## src/rtl/alu_serial.sv

```systemverilog
// Slice-serial ALU/shift unit: arithmetic/logic ops run SLICE bits per cycle, LSB first;
// shifts, SWAP and (with ALU_SERIAL_DAA_EN) DAA complete in a single RUN cycle.
module alu_serial #(
  parameter int WIDTH = 8,
  parameter int SLICE = 4
) (
  input  logic             clk,
  input  logic             rst,
  input  logic             start,
  input  logic [4:0]       op,
  input  logic [WIDTH-1:0] acc,
  input  logic [WIDTH-1:0] arg,
  input  logic [3:0]       f_in,
  output logic             busy,
  output logic             done,
  output logic [WIDTH-1:0] res,
  output logic [3:0]       f_out,
  output logic             illegal
);
  localparam int NSLICE = WIDTH / SLICE;
  localparam int KW     = (NSLICE > 1) ? $clog2(NSLICE) : 1;
  localparam int HSLICE = 3 / SLICE;  // slice holding bit 3 (half-carry source)
  localparam int HBIT   = 3 % SLICE;

  typedef enum logic [1:0] {IDLE, RUN, DONE} state_t;
  state_t state, state_nx;

  logic [KW-1:0]    k;
  logic             cy, h_r, ill_r;
  logic [WIDTH-1:0] a_r, b_r, wres;
  logic [3:0]       fin_r;
  logic [4:0]       op_r;

  logic             accept, last, sub, cin, c_rip, h_bit;
  logic [SLICE-1:0] sa, sb_raw, sb, s_sum, s_res;
  logic [WIDTH-1:0] w_nx, sh_res, fin_res;
  logic             sh_c, fin_ill;
  logic [3:0]       fin_f;
  logic [7:0]       d8, corr;
  logic             dc;

  assign accept = start && (state == IDLE || state == DONE);
  assign last   = (op_r >= 5'd8) || (k == KW'(NSLICE - 1));
  assign busy   = (state == RUN);
  assign done   = (state == DONE);
  assign illegal = done && ill_r;

  always_ff @(posedge clk) begin
    if (rst) state <= IDLE;
    else     state <= state_nx;
  end

  always_comb begin
    state_nx = state;
    case (state)
      IDLE:    if (start) state_nx = RUN;
      RUN:     if (last) state_nx = DONE;
      DONE:    state_nx = start ? RUN : IDLE;
      default: state_nx = IDLE;
    endcase
  end

  // One slice of the add/logic datapath plus the full-word single-cycle ops.
  always_comb begin
    sub    = (op_r == 5'd2) || (op_r == 5'd3) || (op_r == 5'd7);
    sa     = a_r[k*SLICE +: SLICE];
    sb_raw = b_r[k*SLICE +: SLICE];
    sb     = sub ? ~sb_raw : sb_raw;
    if (k != '0)            cin = cy;
    else if (op_r == 5'd1)  cin = fin_r[0];
    else if (op_r == 5'd3)  cin = ~fin_r[0];
    else                    cin = sub;
    c_rip = cin;
    h_bit = h_r;
    s_sum = '0;
    for (int i = 0; i < SLICE; i++) begin
      s_sum[i] = sa[i] ^ sb[i] ^ c_rip;
      c_rip    = (sa[i] & sb[i]) | (c_rip & (sa[i] ^ sb[i]));
      if (int'(k) == HSLICE && i == HBIT) h_bit = c_rip;
    end
    case (op_r)
      5'd4:    s_res = sa & sb_raw;
      5'd5:    s_res = sa ^ sb_raw;
      5'd6:    s_res = sa | sb_raw;
      default: s_res = s_sum;
    endcase
    w_nx = wres;
    w_nx[k*SLICE +: SLICE] = s_res;

    sh_res = a_r;
    sh_c   = 1'b0;
    case (op_r)
      5'd8:  begin sh_res = {a_r[WIDTH-2:0], a_r[WIDTH-1]}; sh_c = a_r[WIDTH-1]; end
      5'd9:  begin sh_res = {a_r[0], a_r[WIDTH-1:1]};       sh_c = a_r[0];       end
      5'd10: begin sh_res = {a_r[WIDTH-2:0], fin_r[0]};     sh_c = a_r[WIDTH-1]; end
      5'd11: begin sh_res = {fin_r[0], a_r[WIDTH-1:1]};     sh_c = a_r[0];       end
      5'd12: begin sh_res = {a_r[WIDTH-2:0], 1'b0};         sh_c = a_r[WIDTH-1]; end
      5'd13: begin sh_res = {a_r[WIDTH-1], a_r[WIDTH-1:1]}; sh_c = a_r[0];       end
      5'd14: sh_res = {a_r[WIDTH/2-1:0], a_r[WIDTH-1:WIDTH/2]};
      5'd15: begin sh_res = {1'b0, a_r[WIDTH-1:1]};         sh_c = a_r[0];       end
      default: ;
    endcase

    d8   = a_r[7:0];
    dc   = fin_r[0];
    corr = '0;

    fin_res = w_nx;
    fin_f   = '0;
    fin_ill = 1'b0;
    case (op_r)
      5'd0, 5'd1, 5'd2, 5'd3:
        fin_f = {(w_nx == '0), sub, sub ^ h_bit, sub ^ c_rip};
      5'd7: begin
        fin_res = a_r;
        fin_f   = {(w_nx == '0), 1'b1, ~h_bit, ~c_rip};
      end
      5'd4:       fin_f = {(w_nx == '0), 3'b010};
      5'd5, 5'd6: fin_f = {(w_nx == '0), 3'b000};
      5'd8, 5'd9, 5'd10, 5'd11, 5'd12, 5'd13, 5'd14, 5'd15: begin
        fin_res = sh_res;
        fin_f   = {(sh_res == '0), 2'b00, sh_c};
      end
`ifdef ALU_SERIAL_DAA_EN
      5'd16: begin
        if (!fin_r[2]) begin
          if (fin_r[0] || d8 > 8'h99) begin corr[6:5] = 2'b11; dc = 1'b1; end
          if (fin_r[1] || d8[3:0] > 4'h9) corr[2:1] = 2'b11;
          fin_res = a_r;
          fin_res[7:0] = d8 + corr;
        end else begin
          if (fin_r[0]) corr[6:5] = 2'b11;
          if (fin_r[1]) corr[2:1] = 2'b11;
          fin_res = a_r;
          fin_res[7:0] = d8 - corr;
        end
        fin_f = {(fin_res == '0), fin_r[2], 1'b0, dc};
      end
`endif
      default: begin
        fin_res = a_r;
        fin_f   = fin_r;
        fin_ill = 1'b1;
      end
    endcase
  end

  always_ff @(posedge clk) begin
    if (rst) begin
      k <= '0; cy <= 1'b0; h_r <= 1'b0; ill_r <= 1'b0;
      a_r <= '0; b_r <= '0; wres <= '0; fin_r <= '0; op_r <= '0;
      res <= '0; f_out <= '0;
    end else if (accept) begin
      a_r <= acc; b_r <= arg; fin_r <= f_in; op_r <= op;
      k <= '0; cy <= 1'b0; h_r <= 1'b0; wres <= '0;
    end else if (state == RUN) begin
      k    <= k + KW'(1);
      cy   <= c_rip;
      h_r  <= h_bit;
      wres <= w_nx;
      if (last) begin
        res   <= fin_res;
        f_out <= fin_f;
        ill_r <= fin_ill;
      end
    end
  end
endmodule

```

## config.mk

```make
export PLATFORM = sky130hd
export DESIGN_NAME = alu_serial
export DESIGN_NICKNAME = d
export VERILOG_FILES = /design/src/rtl/alu_serial.sv
export SDC_FILE = /design/constraint.sdc
export NUM_CORES = 1
export LEC_CHECK = 0
export ABC_AREA = 0
export CAP_MARGIN = 20
export CORE_UTILIZATION = 45
export DETAILED_ROUTE_END_ITERATION = 16
export GPL_ROUTABILITY_DRIVEN = 0
export GPL_TIMING_DRIVEN = 0
export PLACE_DENSITY_LB_ADDON = 0.08
export SKIP_CTS_REPAIR_TIMING = 1
export SLEW_MARGIN = 20
export SYNTH_ARGS = -nofsm -noshare
export SYNTH_HDL_FRONTEND = slang
export SYNTH_SLANG_ARGS = --single-unit
export TNS_END_PERCENT = 1
```

## constraint.sdc

```tcl
create_clock -name clk -period 8.04 [get_ports clk]
set_clock_uncertainty 0.1 [all_clocks]
set_input_delay 2.01 -clock clk [delete_from_list [all_inputs] [get_ports clk]]
set_output_delay 2.01 -clock clk [all_outputs]
set_load 0.01 [all_outputs]
```

---- Yosys cells after proc, flatten, opt, wreduce, memory -nomap -nowiden ----
Index checks and enable logic that the tools add are counted.
operators by class
  add/subtract/negate cells ............... 2
  $lt $le $gt $ge ......................... 1
  equality and inequality tests ........... 19
  shift-type cells ........................ 4
  muxes and demuxes ....................... 16
  bitwise logic cells ..................... 30
  reduce and logical (&&, ||, !) cells .... 20
operators with widths
  kind                    count
  $pmux 8 s8              1
  $eq 5x4->1 const B      8
  $neg 3->34              1
  $shift 4x34->8 const A  1
  $shiftx 4x34->8         1
  $eq 5x3->1 const B      4
  $pmux 4 s5              1
  $logic_not 8->1         2
  $pmux 8 s2              1
  $reduce_or 16->1        1
  $shiftx 8x4->4          2
  $pmux 4 s3              1
  $eq 5x2->1 const B      2
  $xor 1x1->1             10
  $and 1x1->1             8
  $bwmux 8                1
  $reduce_or 4->1         2
  $reduce_or 8->1         1
  $reduce_or 7->1         1
  $mux 1                  6
  $pmux 2 s3              1
  $eq 5x1->1 const B      1
  $ge 5x4->1 const B      1
  $logic_not 5->1         1
  21 further kinds        33
word-level totals
  register bits ........................... 51
  bits of input ports ..................... 28
  output and inout port bits .............. 15

---- Longest topological paths before layout ----
Gate-level depths: netlist of the first run.
  word-level depth ........................ 18
  gate-level depth with buffers ........... 19
  mapped depth without buffers ............ 16

---- Worst setup path before layout of the first run ----
No wires, ideal clock.
  path type ............................... register -> register
  start point ............................. register op_r[0]
  end point ............................... register f_out[1]
  arrival ................................. 3239 ps
  required time ........................... 7808 ps
  slack ................................... 4569 ps
  cell stages (with the launch flop) ...... 20
  path buffers ............................ 3
  period minus slack after synthesis ...... 3471 ps
  cell sequence ........................... dfxtp_1 clkbuf_8 clkbuf_1 buf_2 nor2b_1 a21oi_1 o22ai_1 a22oi_1 fa_1 inv_1 fa_1 inv_1 fa_1 inv_1 fa_1 mux2i_1 o21a_1 o21ai_0 a221oi_1 nor3_1
on the way
  word-level cells in the longest chain between the ends .. 17
  elaborated cells between the ends (all ways) .. 48
ends and longest elaborated chain
  what                                      line      RTL
  from (decl)                               32        logic [4:0] op_r;
  from (signal assigned)                    151       a_r <= '0; b_r <= '0; wres <= '0; fin_r <= '0; op_r <= '0;
  from (signal assigned)                    154       a_r <= acc; b_r <= arg; fin_r <= f_in; op_r <= op;
  $eq 5x2->1 (on tied branches)             65, 71
  $logic_or 1x1->1 (2 in series)            65        sub = (op_r == 5'd2) || (op_r == 5'd3) || (op_r == 5'd7);
  $mux 1                                    71        else if (op_r == 5'd3) cin = ~fin_r[0];
  $mux 1                                    70        else if (op_r == 5'd1) cin = fin_r[0];
  $mux 1                                    69        if (k != '0) cin = cy;
  $and 1x1->1                               78        c_rip = (sa[i] & sb[i]) | (c_rip & (sa[i] ^ sb[i]));
  $or 1x1->1                                78
  $and 1x1->1                               78
  $or 1x1->1                                78
  $and 1x1->1                               78
  $or 1x1->1                                78
  $and 1x1->1                               78
  $or 1x1->1 (*)                            78
  named net c_rip                           34        logic accept, last, sub, cin, c_rip, h_bit;
  $mux 1 (*)                                79        if (int'(k) == HSLICE && i == HBIT) h_bit = c_rip;
  $xor 1x1->1 or $not 1->1 (tied branches)  113, 116
  $pmux 4 s5 (*)                            111       case (op_r)
  to (signal assigned)                      163       f_out <= fin_f;
  to (decl)                                 17        output logic [3:0] f_out,
Mark *: on every way through the listed nets, which the timed path passes. The rest lies on a longest branch.
A chain may end at the register's enable or synchronous reset.

---- Worst setup path after layout of the first run ----
Ends and elaborated chain as after synthesis.

==> reports/metrics.yaml, run 1 <==
drt:
  wl_mm: 8.62
  drtIter0Drc: 226
  drcViolationCount: 0
  firstDrtPassIters: 4
  viasPerCell: 5.64
  routedWlPerCell_um: 15.9
  route.vias.total: 3061
  ant_nets: 0
finish:
  fill_cells: 691
  final_cell_mix: "nand2_1 (69), dfxtp_1 (51), clkdlybuf4s50_1 (42)"
  utilization_pct: 55.8
  drive_above_1_share_pct: 7.16
  n_antenna_cell: 0
  final_common_cell: "nand2_1"
  syn_to_final_growth_pct: 20.2
  finalNetCount: 486
global_routing:
  grt_pass1_vias: 2740
  grt_max_degree: 16
  antenna_found_initial: 0
  grt_usage_pct: 24.6
  grt_pass1_wl_mm: 14.0
  overflow: 0
synth:
  ys_seq_elements: 51
  synth_edf_count: 0
  synth_cell_types: 63
  syn_avg_cell_area_um2: 7.95
  syn_area_um2: 3150
  async_flop_share_pct: 0
  ys.flop_type: "dfxtp_1"
  syn_inst: 397
  yosysWarnings: 0
  syn_nets: 437
  synth.yosys.seq_area_share_pct: 32.4
sta:
  worst_pin_slew_ps: 763
  post-route-period-util_pct: 52.8
  final_max_slew_viol_count: 0
  fin_tns_setup_ps: 0
  hold_viol_final: 0
  max_freq_ghz: 0.235
  slew_headroom_pct: 49.0
  layout_setup_ws_ps: 3790
  rsz0062_at_grt: "false"
  setup_violations: 0
  holdWs_ps: 360
  min_period_ps: 4250
clock_network:
  htree_num_levels: 2
  cts.path.max_buffers: 2
  clk_latency_ps: 310
  cts_buffers: 5
  cts_sinks: 51
  clk_pin_slew_ps: 90
  cts.root.buffer_cell: "clkbuf_8"
  cts_tree: "built"
setup_path:
  start_kind: "flop"
  cp_max_fo: 10
  r2r-end: "f_out[1]$_SDFFE_PP0P_"
  critPathKind: "flop to flop"
  r2r-start: "op_r[0]$_SDFFE_PP0P_"
  required_ps: 8120
  reg2reg_setup_slack_ps: 3790
  r2r_cells: 19
  worstPathArrival_ps: 4330
  setup.worst_path.end_class: "flop"
placed_design:
  dpl_worst_slack_ps: 3840
  dp_hpwl_mm: 6.71
  portBuffers: 42
die:
  ios: 43
  start_util_pct: 46.4
  die_y_um: 85.7
  die-area_um2: 7350
  coreArea_um2: 6790
  rows: 30
  dieWidth_um: 85.7
hold_path:
  worstHoldPathType: "flop to flop"
  min-delay-start: "b_r[0]$_SDFFE_PP0P_"
  hold_path_depth: 2
  holdPathEnd: "b_r[0]$_SDFFE_PP0P_"
status:
  status: "completed"
pwr:
  peakVddDrop_mv: 0.0859
  powerDensity_nw_per_um2: 161
  power.leakage_uw: 0.00143
run:
  drv_cap: 0
-- critical path, stage by stage (launching register included) --
cell      delay [ps]
dfxtp_1          330
clkbuf_8         170
clkbuf_1         360
buf_2            300
nor2b_1           80
a21oi_1          110
o22ai_1          110
a22oi_1          240
fa_1             230
inv_1             50
fa_1             350
inv_1             80
fa_1             160
inv_1             50
fa_1             470
mux2i_1          270
o21a_1           140
o21ai_0          110
a221oi_1         330
nor3_1            70
-- cells by family after synthesis --
| family | after synthesis | synth area share (%) |
|---|---|---|
| simple gates | 160 | 24.0 |
| compound gates | 105 | 23.7 |
| flops | 51 | 32.4 |
| buf+inv | 47 | 7.34 |
| mux | 18 | 5.79 |
| fa+ha+maj | 12 | 5.71 |
| xor+xnor | 4 | 1.11 |
-- worst max path at each step --
stage	from	to	slack [ps]	cells after the start
3_3_place_gp	op_r[0]$_SDFFE_PP0P_	f_out[1]$_SDFFE_PP0P_	3870	19
4_1_cts	op_r[0]$_SDFFE_PP0P_	f_out[1]$_SDFFE_PP0P_	3800	19
6_report	op_r[0]$_SDFFE_PP0P_	f_out[1]$_SDFFE_PP0P_	3790	19
2_1_floorplan	op_r[0]$_SDFFE_PP0P_	f_out[1]$_SDFFE_PP0P_	4570	19
5_1_grt	k$_SDFFE_PP0P_	f_out[1]$_SDFFE_PP0P_	3440	15
3_5_place_dp	op_r[0]$_SDFFE_PP0P_	f_out[1]$_SDFFE_PP0P_	3840	19
-- cell usage after synthesis (all sizes together), types with 2 or more instances --
master / number / area, um2
nand2: 70 / 265
dfxtp: 51 / 1020
nor2: 37 / 139
a21oi: 36 / 180
clkbuf: 17 / 76.3
inv: 17 / 63.8
mux2i: 16 / 160
buf: 13 / 91.3
a211oi: 10 / 80.1
a311oi: 10 / 93.8
nand2b: 10 / 62.6
nor2b: 10 / 62.6
nor3: 9 / 45.0
o21ai: 9 / 45.0
ha: 8 / 100
a21boi: 5 / 37.5
a211o: 4 / 35.0
a221oi: 4 / 41.3
and3: 4 / 25.0
fa: 4 / 80.1
o311ai: 4 / 35.0
o31ai: 4 / 43.8
xnor2: 4 / 35.0
a31oi: 3 / 18.8
and2: 3 / 18.8
nand3: 3 / 15.0
nor3b: 3 / 27.5
a2111oi: 2 / 23.8
a21o: 2 / 15.0
mux2: 2 / 22.5
nand3b: 2 / 15.0
o21a: 2 / 15.0
o22ai: 2 / 12.5
o41ai: 2 / 17.5
or4: 2 / 15.0
-- metrics by stage --
step	power, uW	instance area (um2)	instances
3_3_place_gp	453	3690	535
3_5_place_dp	456	3690	535
2_1_floorplan	395	3150	397
6_report	610	3790	543
4_1_cts	611	3790	543
5_1_grt	643	3790	543
-- power by group --
group          switching [uW]  internal (uW)
Sequential               13.2            267
Combinational            97.8           73.2
Clock                    88.2           70.8
Total                     199            411
-- layout make-up --
cell class / instances / area, um2 / area share (%)
buffer: 30 / 168 / 4.42
clock buffer: 7 / 86.3 / 2.28
clock inverter: 1 / 8.76 / 0.231
inverter: 17 / 63.8 / 1.68
multi-input combinational: 299 / 1900 / 50.2
sequential: 51 / 1020 / 26.9
tap: 96 / 120 / 3.17
timing repair buffer: 42 / 420 / 11.1
-- registers in the layout (all words and copies together) (netlist names) --
signal  flops
ill_r       1
wres        8
a_r         8
cy          1
f_out       4
fin_r       4
b_r         8
h_r         1
op_r        5
k           1
res         8
state       2
-- layer usage --
metal  wire length, um  track usage (%)
met1              3830             33.0
met3               520             3.27
met5                 0                0
met4               146             6.52
met2              4120             41.9
(Power assumes the default switching activity.)
==> inputs of run 2 (changes only) <==
Clock period 8.04 ns to 3.7 ns, I/O delays scaled along.
==> run 2 against run 1 <==
Against the previous run:
- fmax increased by 20%
- non-clock buffer count increased by 9
- design area increased by 6.6%
- sequential power increased by 120%
- clock power increased by 120%
==> reports/metrics.yaml, run 2 (synthesized netlist as in run 1, its figures left out) <==
global_routing:
  grt_pass1_wl_mm: 14.0
  grt_max_degree: 16
  grt_usage_pct: 24.6
  overflow: 0
  grt_pass1_vias: 2740
  antenna_found_initial: 0
sta:
  slew_headroom_pct: 47.2
  fin_tns_setup_ps: 0
  max_freq_ghz: 0.282
  holdWs_ps: 360
  min_period_ps: 3540
  setup_violations: 0
  worst_pin_slew_ps: 786
  final_max_slew_viol_count: 0
  post-route-period-util_pct: 95.8
  hold_viol_final: 0
finish:
  n_antenna_cell: 0
  drive_above_1_share_pct: 14.5
  multi_input_comb_area_um2: 2020
  utilization_pct: 59.5
  finalNetCount: 495
  stdcell_area_um2: 4040
  final_cell_mix: "nand2_1 (69), dfxtp_1 (49), clkdlybuf4s50_1 (42)"
  register_area_um2: 1020
  final_common_cell: "nand2_1"
  syn_to_final_growth_pct: 28.1
  fill_cells: 658
clock_network:
  clk_pin_slew_ps: 90
  clk_latency_ps: 320
  htree_num_levels: 2
  cts.root.buffer_cell: "clkbuf_8"
  cts_tree: "built"
  cts.path.max_buffers: 2
  cts_buffers: 5
  cts_sinks: 51
setup_path:
  worstPathArrival_ps: 3630
  slowest_delay_ps: 460
  critPathSlowestCell: "fa_2"
  setup.worst_path.end_class: "flop"
  critPathKind: "flop to flop"
  start_kind: "flop"
  cp_common_cell: "fa_2"
  required_ps: 3790
  cp_cell_sequence: "buf_6, buf_12, nor2b_2, a21oi_2, o22ai_2, a22oi_2, fa_2, inv_1, fa_1, inv_2, fa_2, inv_2, fa_2, mux2i_4, o21a_1, o21ai_2, a221oi_2, nor3_1"
  cp_max_fo: 9
placed_design:
  dp_hpwl_mm: 6.71
  place_area_um2: 3690
  portBuffers: 42
run:
  drv_cap: 0
drt:
  ant_nets: 0
  drtIter0Drc: 227
  viasPerCell: 5.57
  wl_mm: 8.81
  routedWlPerCell_um: 16.0
  firstDrtPassIters: 4
  drcViolationCount: 0
  route.vias.total: 3074
die:
  start_util_pct: 46.4
  die-area_um2: 7350
  dieWidth_um: 85.7
  ios: 43
  die_y_um: 85.7
  coreArea_um2: 6790
  rows: 30
pwr:
  clkPwrFrac_pct: 25.2
  peakVddDrop_mv: 0.178
  powerDensity_nw_per_um2: 340
  total_power_uw: 1370
  internal-power_uw: 923
  switching_share_pct: 32.9
  p_comb_share_pct: 30.3
  power.switching_uw: 452
  p_seq_share_pct: 44.5
  power.leakage_uw: 0.00152
hold_path:
  worstHoldPathType: "flop to flop"
status:
  status: "completed"
==> run 2: power by group through the flow <==
stage	clock network, uW	logic, uW	registers, uW
3_3_place_gp	0	363	621
4_1_cts	349	370	609
5_1_grt	372	454	616
3_5_place_dp	0	368	621
2_1_floorplan	0	243	616
6_report	346	417	611
==> run 2: worst max-delay path, delay by kind of cell (launching register included) <==
kind | cells | cell delay [ps]
buffers and inverters | 5 | 440
AND/OR/NAND/NOR | 2 | 210
adder cells (fa/ha/maj) | 4 | 1260
flip-flops | 1 | 320
AO/OA/AOI/OAI | 6 | 890
multiplexers | 1 | 190
==> run 2: path summary, 6_finish.rpt <==
| kind | cells after the start | from | to | slack [ps] |
|---|---|---|---|---|
| min reg2reg | 2 | b_r[3]$_SDFFE_PP0P_ | b_r[3]$_SDFFE_PP0P_ | 360 |
| min | 2 | b_r[3]$_SDFFE_PP0P_ | b_r[3]$_SDFFE_PP0P_ | 360 |
| max reg2reg | 18 | op_r[1]$_SDFFE_PP0P_ | f_out[1]$_SDFFE_PP0P_ | 160 |
| max | 18 | op_r[1]$_SDFFE_PP0P_ | f_out[1]$_SDFFE_PP0P_ | 160 |
==> run 2: final cells by class <==
cell class | count | share of cell area [%]
Buffer | 29 | 5.23
Sequential cell | 51 | 25.3
Timing Repair Buffer | 52 | 12.6
Clock buffer | 7 | 2.14
Clock inverter | 1 | 0.217
Tap cell | 96 | 2.97
Multi-Input combinational cell | 299 | 50.0
Inverter | 17 | 1.58
==> run 2: metal layers <==
metal  global-route usage [%]  up-vias  routed length [um]
li1                         -     1515                   -
met5                        0        -                   0
met2                     41.9       90                4320
met4                     6.52        0                 111
met1                     33.0     1461                3940
met3                     3.27        8                 439
==> run 2: per-stage QoR <==
stage / instances / worst slack (ps)
after global routing: 552 / -31.7
after detailed placement: 535 / -502
after CTS: 543 / -540
after floorplan: 397 / 229
final: 552 / 156
after global placement: 535 / -469
